$ cat src/rtl/dsp_result_drain.sv
// Output stage for dsp_slice: rounds and shifts each 37-bit result lane, then saturates it.
// The packed pair goes into a show-ahead FIFO that is drained over valid/ready.
module dsp_result_drain #(
    parameter int IN_W  = 37,
    parameter int OUT_W = 18,
    parameter int SHIFT = 8,
    parameter int DEPTH = 4
) (
    input  logic                         clk,
    input  logic                         clr,
    input  logic                         in_valid,
    input  logic [IN_W-1:0]              resulta,
    input  logic [IN_W-1:0]              resultb,
    output logic                         in_ready,
    output logic                         out_valid,
    input  logic                         out_ready,
    output logic [2*OUT_W-1:0]           out_data,
    output logic [$clog2(DEPTH+1)-1:0]   occupancy,
    output logic [15:0]                  sat_count
);
    localparam int PW = $clog2(DEPTH);
    localparam int CW = $clog2(DEPTH+1);
    localparam int EW = IN_W + 1;

    localparam logic [EW-1:0] RND =
        (SHIFT > 0) ? (EW'(1) << ((SHIFT > 0) ? SHIFT - 1 : 0)) : '0;
    localparam logic signed [EW-1:0] SAT_MAX = {{(EW-OUT_W+1){1'b0}}, {(OUT_W-1){1'b1}}};
    localparam logic signed [EW-1:0] SAT_MIN = {{(EW-OUT_W+1){1'b1}}, {(OUT_W-1){1'b0}}};

    // Returns {clipped, lane value}
    function automatic logic [OUT_W:0] sat_lane(input logic signed [EW-1:0] v);
        if (v > SAT_MAX)
            return {1'b1, SAT_MAX[OUT_W-1:0]};
        else if (v < SAT_MIN)
            return {1'b1, SAT_MIN[OUT_W-1:0]};
        else
            return {1'b0, v[OUT_W-1:0]};
    endfunction

    logic                  s1_vld_q;
    logic signed [EW-1:0]  s1a_q, s1b_q;
    logic signed [EW-1:0]  a_rs, b_rs;
    logic [2*OUT_W-1:0]    mem_q [DEPTH];
    logic [PW-1:0]         wr_q, wr_d, rd_q, rd_d;
    logic [CW-1:0]         occ_q, occ_d;
    logic [15:0]           sat_q, sat_d;
    logic [OUT_W:0]        sat_a, sat_b;
    logic                  accept, push, pop, clip;

    // Extending by one bit first keeps the rounding add from overflowing
    assign a_rs = ($signed({resulta[IN_W-1], resulta}) + $signed(RND)) >>> SHIFT;
    assign b_rs = ($signed({resultb[IN_W-1], resultb}) + $signed(RND)) >>> SHIFT;

    assign sat_a = sat_lane(s1a_q);
    assign sat_b = sat_lane(s1b_q);
    assign clip  = sat_a[OUT_W] | sat_b[OUT_W];

    // Counting the stage-1 sample guarantees it always has a FIFO slot
    assign in_ready  = ({1'b0, occ_q} + {{CW{1'b0}}, s1_vld_q}) < (CW+1)'(DEPTH);
    assign out_valid = (occ_q != '0);
    assign accept    = in_valid & in_ready;
    assign push      = s1_vld_q;
    assign pop       = out_valid & out_ready;

    always_comb begin
        wr_d  = push ? wr_q + 1'b1 : wr_q;
        rd_d  = pop  ? rd_q + 1'b1 : rd_q;
        occ_d = occ_q;
        case ({push, pop})
            2'b10:   occ_d = occ_q + 1'b1;
            2'b01:   occ_d = occ_q - 1'b1;
            default: occ_d = occ_q;
        endcase
        sat_d = (push && clip && sat_q != 16'hFFFF) ? sat_q + 16'd1 : sat_q;
    end

    always_ff @(posedge clk) begin
        if (clr) begin
            s1_vld_q <= 1'b0;
            wr_q     <= '0;
            rd_q     <= '0;
            occ_q    <= '0;
            sat_q    <= '0;
        end else begin
            s1_vld_q <= accept;
            wr_q     <= wr_d;
            rd_q     <= rd_d;
            occ_q    <= occ_d;
            sat_q    <= sat_d;
        end
    end

    always_ff @(posedge clk) begin
        if (!clr && accept) begin
            s1a_q <= a_rs;
            s1b_q <= b_rs;
        end
        if (!clr && push)
            mem_q[wr_q] <= {sat_b[OUT_W-1:0], sat_a[OUT_W-1:0]};
    end

    // Storage is not cleared; the empty mask hides stale entries
    assign out_data  = out_valid ? mem_q[rd_q] : '0;
    assign occupancy = occ_q;
    assign sat_count = sat_q;
endmodule

$ cat config.mk
export PLATFORM = sky130hd
export DESIGN_NAME = dsp_result_drain
export DESIGN_NICKNAME = d
export VERILOG_FILES = /design/src/rtl/dsp_result_drain.sv
export SDC_FILE = /design/constraint.sdc
export NUM_CORES = 1
export LEC_CHECK = 0
export ABC_AREA = 0
export BUFFER_PORTS_ARGS = -buffer_cell sky130_fd_sc_hd__buf_2
export CELL_PAD_IN_SITES_DETAIL_PLACEMENT = 0
export CELL_PAD_IN_SITES_GLOBAL_PLACEMENT = 2
export CORE_MARGIN = 2
export CORE_UTILIZATION = 37
export CTS_CLUSTER_SIZE = 14
export DETAILED_ROUTE_END_ITERATION = 8
export GPL_TIMING_DRIVEN = 0
export MAX_ROUTING_LAYER = met4
export PLACE_DENSITY = 0.81
export RECOVER_POWER = 100
export SYNTH_ARGS = -nofsm -noshare
export SYNTH_HDL_FRONTEND = slang
export SYNTH_SLANG_ARGS = --single-unit
$ cat constraint.sdc
create_clock -name clk -period 2.6 [get_ports clk]
set_clock_uncertainty 0.15 [all_clocks]
set_input_delay 0.52 -clock clk [delete_from_list [all_inputs] [get_ports clk]]
set_output_delay 0.52 -clock clk [all_outputs]
set_load 0.005 [all_outputs]
# Word level (Yosys, flattened, before mapping)
# Memories as Yosys holds them, arrays and structs flattened. A register that Yosys moved wholly into a read port is not among the register bits.
# Cells that the tools add are included.
[op_classes]
n_eq_ne = 3
mux = 10
reduce_logical = 7
n_addsub = 8
order_cmp = 5
n_bitwise = 3
[op_table]
columns = ["op", "n"]
rows = [
  ["37-bit by 9-bit adder with 38-bit output, second input constant", 2],
  ["19-bit 2-to-1 mux", 4],
  ["30-bit by 18-bit greater-than comparator with 1-bit output, second input constant", 2],
  ["30-bit by 18-bit less-than comparator with 1-bit output, second input constant", 2],
  ["36-bit 2-to-1 mux", 1],
  ["16-bit by 1-bit adder with 16-bit output, second input constant", 1],
  ["16-bit inequality test, second input constant", 1],
  ["3-bit one-hot mux with 2 select lines", 1],
  ["2-bit by 1-bit adder with 2-bit output, second input constant", 2],
  ["3-bit by 1-bit adder with 4-bit output", 1],
  ["1-bit logical AND", 4],
  ["4-bit by 3-bit less-than comparator with 1-bit output, second input constant", 1],
  ["2-bit 2-to-1 mux", 2],
  ["3-bit by 1-bit adder with 3-bit output, second input constant", 1],
  ["3-bit nonzero test", 1],
  ["3-bit by 1-bit subtractor with 3-bit output, second input constant", 1],
  ["1-bit bitwise AND", 2],
  ["2-bit by 1-bit equality test with 1-bit output, second input constant", 1],
  ["2-bit equality test, second input constant", 1],
  ["1-bit 2-to-1 mux", 2],
  ["2-bit nonzero test", 1],
  ["1-bit zero test", 1],
  ["1-bit bitwise OR", 1],
]
[word_totals]
word_cells = 44
reg_bits = 84
ram_bits = 144
mem_count = 1
[mem_list]
columns = ["memory", "depth", "word_bits", "read_ports", "rd_clocked_by_memory_dff", "write_ports", "line", "rtl"]
rows = [
  ["mem_q", 4, 36, 1, 1, 1, "43", "logic [2*OUT_W-1:0] mem_q [DEPTH];"],
]

# Longest topological paths before layout
[depth]
word_depth = 6
depth_mapped = 8
depth_no_buf = 8

# Worst setup path before layout
# Ideal clock, no wire load.
[synth_timing]
path_type = "input to register"
start = "input port clr"
end = "register s1a_q[0], enable pin"
arrival_ps = 2230
n_path_buf = 1
slack_ps = -205
required_time_ps = 2025
path_stages = 2
setup_ps = 425
cell_sequence = "clkbuf_1 > and3b_1"
[synth_via]
elab_chain_len = 2
[synth_rtl]
columns = ["element", "line", "rtl"]
rows = [
  ["start, declared", "10", "input logic clr,"],
  ["1-bit zero test", "94", "if (!clr && accept) begin"],
  ["1-bit logical AND", "94", ""],
  ["end signal, assigned", "95", "s1a_q <= a_rs;"],
  ["end, declared", "41", "logic signed [EW-1:0] s1a_q, s1b_q;"],
]
# Every way passes these cells.
# A chain may end at the register's enable or synchronous reset.

==> out/metrics.csv <==
metric;value;unit
pin count of the biggest net entering global routing;61;
CTS tree;built;
ratio of cells with drive above 1 in the final layout;29.2;%
Via density;5.09;
Final setup viols;6;
drc violations;0;
CP startpoint kind;register;
clock power share;32.2;%
Post-Place Setup Slack;-0.331;ns
Placed Area;11100;µm²
register share of total power;42.3;%
Total Wirelength;21100;µm
initial antenna violation count;2;
global-route wire length before repair;33100;µm
Crit. End Element;output pin;
Root Buffer;clkbuf_16;
CP arrival;1.97;ns
Max Slew Vio Count;0;
Sw Pwr;2560;µW
Syn Nets;744;
outcome;finished with violations;
TritonRoute pass-1 iters;5;
clock tree sinks;230;
Routed WL per cell;18.1;µm
CTS Buffer Depth;3;
Multi-input gate area;3280;µm²
Die Y-Extent;168;µm
Slew @ Worst Pin;1.07;ns
Synth top cells by count;edfxtp_1, xnor2_1, and2_1, mux4_2, nand3_1;
Final #Nets;896;
critical path peak fanout;10;
Tot GR Track Use;15.4;%
Post-synth EDFFs;204;
count leader, synth;edfxtp_1;
failing checks;negative setup slack;
largest cells by area after synthesis;edfxtp_1, mux4_2, dfxtp_1;
cell area after synthesis;10000;µm²
RSZ-0062 raised after global routing;yes;
vias in the first global route;5950;
H-tree lvl count;1;
Fill cells;2374;
row count;60;
fin crit period;2.64;ns
Vias;5936;
area grow syn2layout;22.1;%
Int Power;7760;µW
R2R Setup Slk;0.12;ns
Clock Latency Late Sink;0.51;ns
DP HPWL;14500;µm
HP Class;in -> reg;
Design Area, Final;12200;µm²
area share of the largest cell type after synthesis;61.3;%
ys async rst share;0;%
Sw Ratio;24.8;%
final core utilization;45.7;%
setup tns final;-0.110;ns
CTS clock-pin slew for the worst setup and hold paths;0.06;ns
Fmax;378;MHz
largest area contributor in the netlist;edfxtp_1;
Core ar.;26700;µm²
DR iter-0 viols;336;
Starting Density;37.4;%
Die ar.;28400;µm²
combinational power share;25.5;%
cts hold-fix bufs;0;
normalized max-slew margin;28.3;%
sequential fraction of the synthesis area;66.5;%
number of buffers created by CTS;24;
Placer Congestion;0.787;
DRT antenna net count;0;
synthesis-stage register bit count;230;
P per Cell Area;845;nW/µm²
worst vdd ir;0.000376;V
Lkg Pwr;0.00421;µW
synthesized instance count;657;
non-filler cells, final;1166;
number of distinct library cells after synthesis;41;
Register Area;6650;µm²
max cap viols;0;
Main synth FF type;edfxtp_1;
Tcrit/Tclk final;102;%
CP required;1.93;ns
warnings from Yosys;0;
Worst Setup Slack, final;-0.0437;ns
PortBufs;120;
GRT overflow;0;
Crit Path Class;reg -> out;
syn avg cell area;15.2;µm²
placed insts;1122;
final hold vios;0;
boundary pin count;135;
Die Width;168;µm
## through the flow
stage	hold WS, ns	total power (µW)
2_1_floorplan	0.331	5550
3_3_place_gp	0.331	6330
3_5_place_dp	0.342	6360
4_1_cts	0.0857	10100
5_1_grt	0.0966	10800
6_report	0.112	10300
## power by group through the flow
stage          clock, µW  sequential, µW  combinational, µW
6_report            3320            4360               2640
5_1_grt             3570            4380               2860
4_1_cts             3420            4360               2280
2_1_floorplan          0            4380               1170
3_5_place_dp           0            4400               1960
3_3_place_gp           0            4400               1940
## placed cells by master, fill, tap and decap left out, types with 10 or more instances in the layout
cell and count:
clkbuf_16 25, and4_1 11, inv_1 11, a21oi_1 10, buf_6 29, xnor2_1 45, mux4_2 36, edfxtp_1 204
nor4_1 12, and2_1 10, and2_4 27, nand3_1 34, nor2_1 23, nand4_1 17, dfxtp_1 24, o21a_1 18
and3_1 13, buf_2 78, a21o_1 17, xor2_1 16, nand2_1 24, clkbuf_1 33
## critical path, stage by stage, from the launching register on
cell     delay, ns
dfxtp_4       0.44
buf_12        0.18
mux4_2        0.54
and2_4        0.19
buf_6         0.11
## state kept, by name, indices dropped and copies added, names as in the netlist, named ones only
signal,cells
wr_q,2
rd_q,2
push,1
s1b_q,30
mem_q,144
occupancy,3
sat_count,16
s1a_q,30
## final cells by class
class	count	area share (%)
multi-input cells	386	26.9
inverters	11	0.338
plain buffers	28	1.64
flip-flops and latches	230	54.5
diodes	2	0.0410
clock buffers	30	5.44
well taps	341	3.50
repair buffers	128	6.84
clock inverters	10	0.851
## path summary, 6_finish.rpt
path,depth (start not counted),to,start
max,4,out_data[19],register
min,2,push$_SDFF_PP0_,in_valid
max reg2reg,5,mem_q[2][33]$_DFFE_PP_,push$_SDFF_PP0_
min reg2reg,2,sat_count[14]$_SDFFE_PP0P_,sat_count[14]$_SDFFE_PP0P_
## logic make-up (layout without fill, tap and decap cells)
logic type,count (synthesis),after routing,share of synthesized area [%]
flops,230,230,66.5
simple gates,209,209,12.0
compound gates,63,63,4.43
xor+xnor,61,61,5.34
mux,44,44,8.99
buf+inv,41,207,1.60
fa+ha+maj,9,9,1.20
other cells,0,2,0
## per-layer routing
metal / track usage [%] / wire length, µm / share of wire, %
met5: - / 0 / 0
met3: 2.68 / 1060 / 5.0
met1: 20.9 / 9630 / 46
met2: 24.3 / 10000 / 48
met4: 4.16 / 385 / 1.8
## repair_timing
action | CTS | global route
cloned | 1 | 0
setup endpoints to repair | 97 | 45
resized for setup | 43 | 51
setup buffers | 2 | 1
pin swaps | 4 | 0
(Power assumes the default switching activity.)
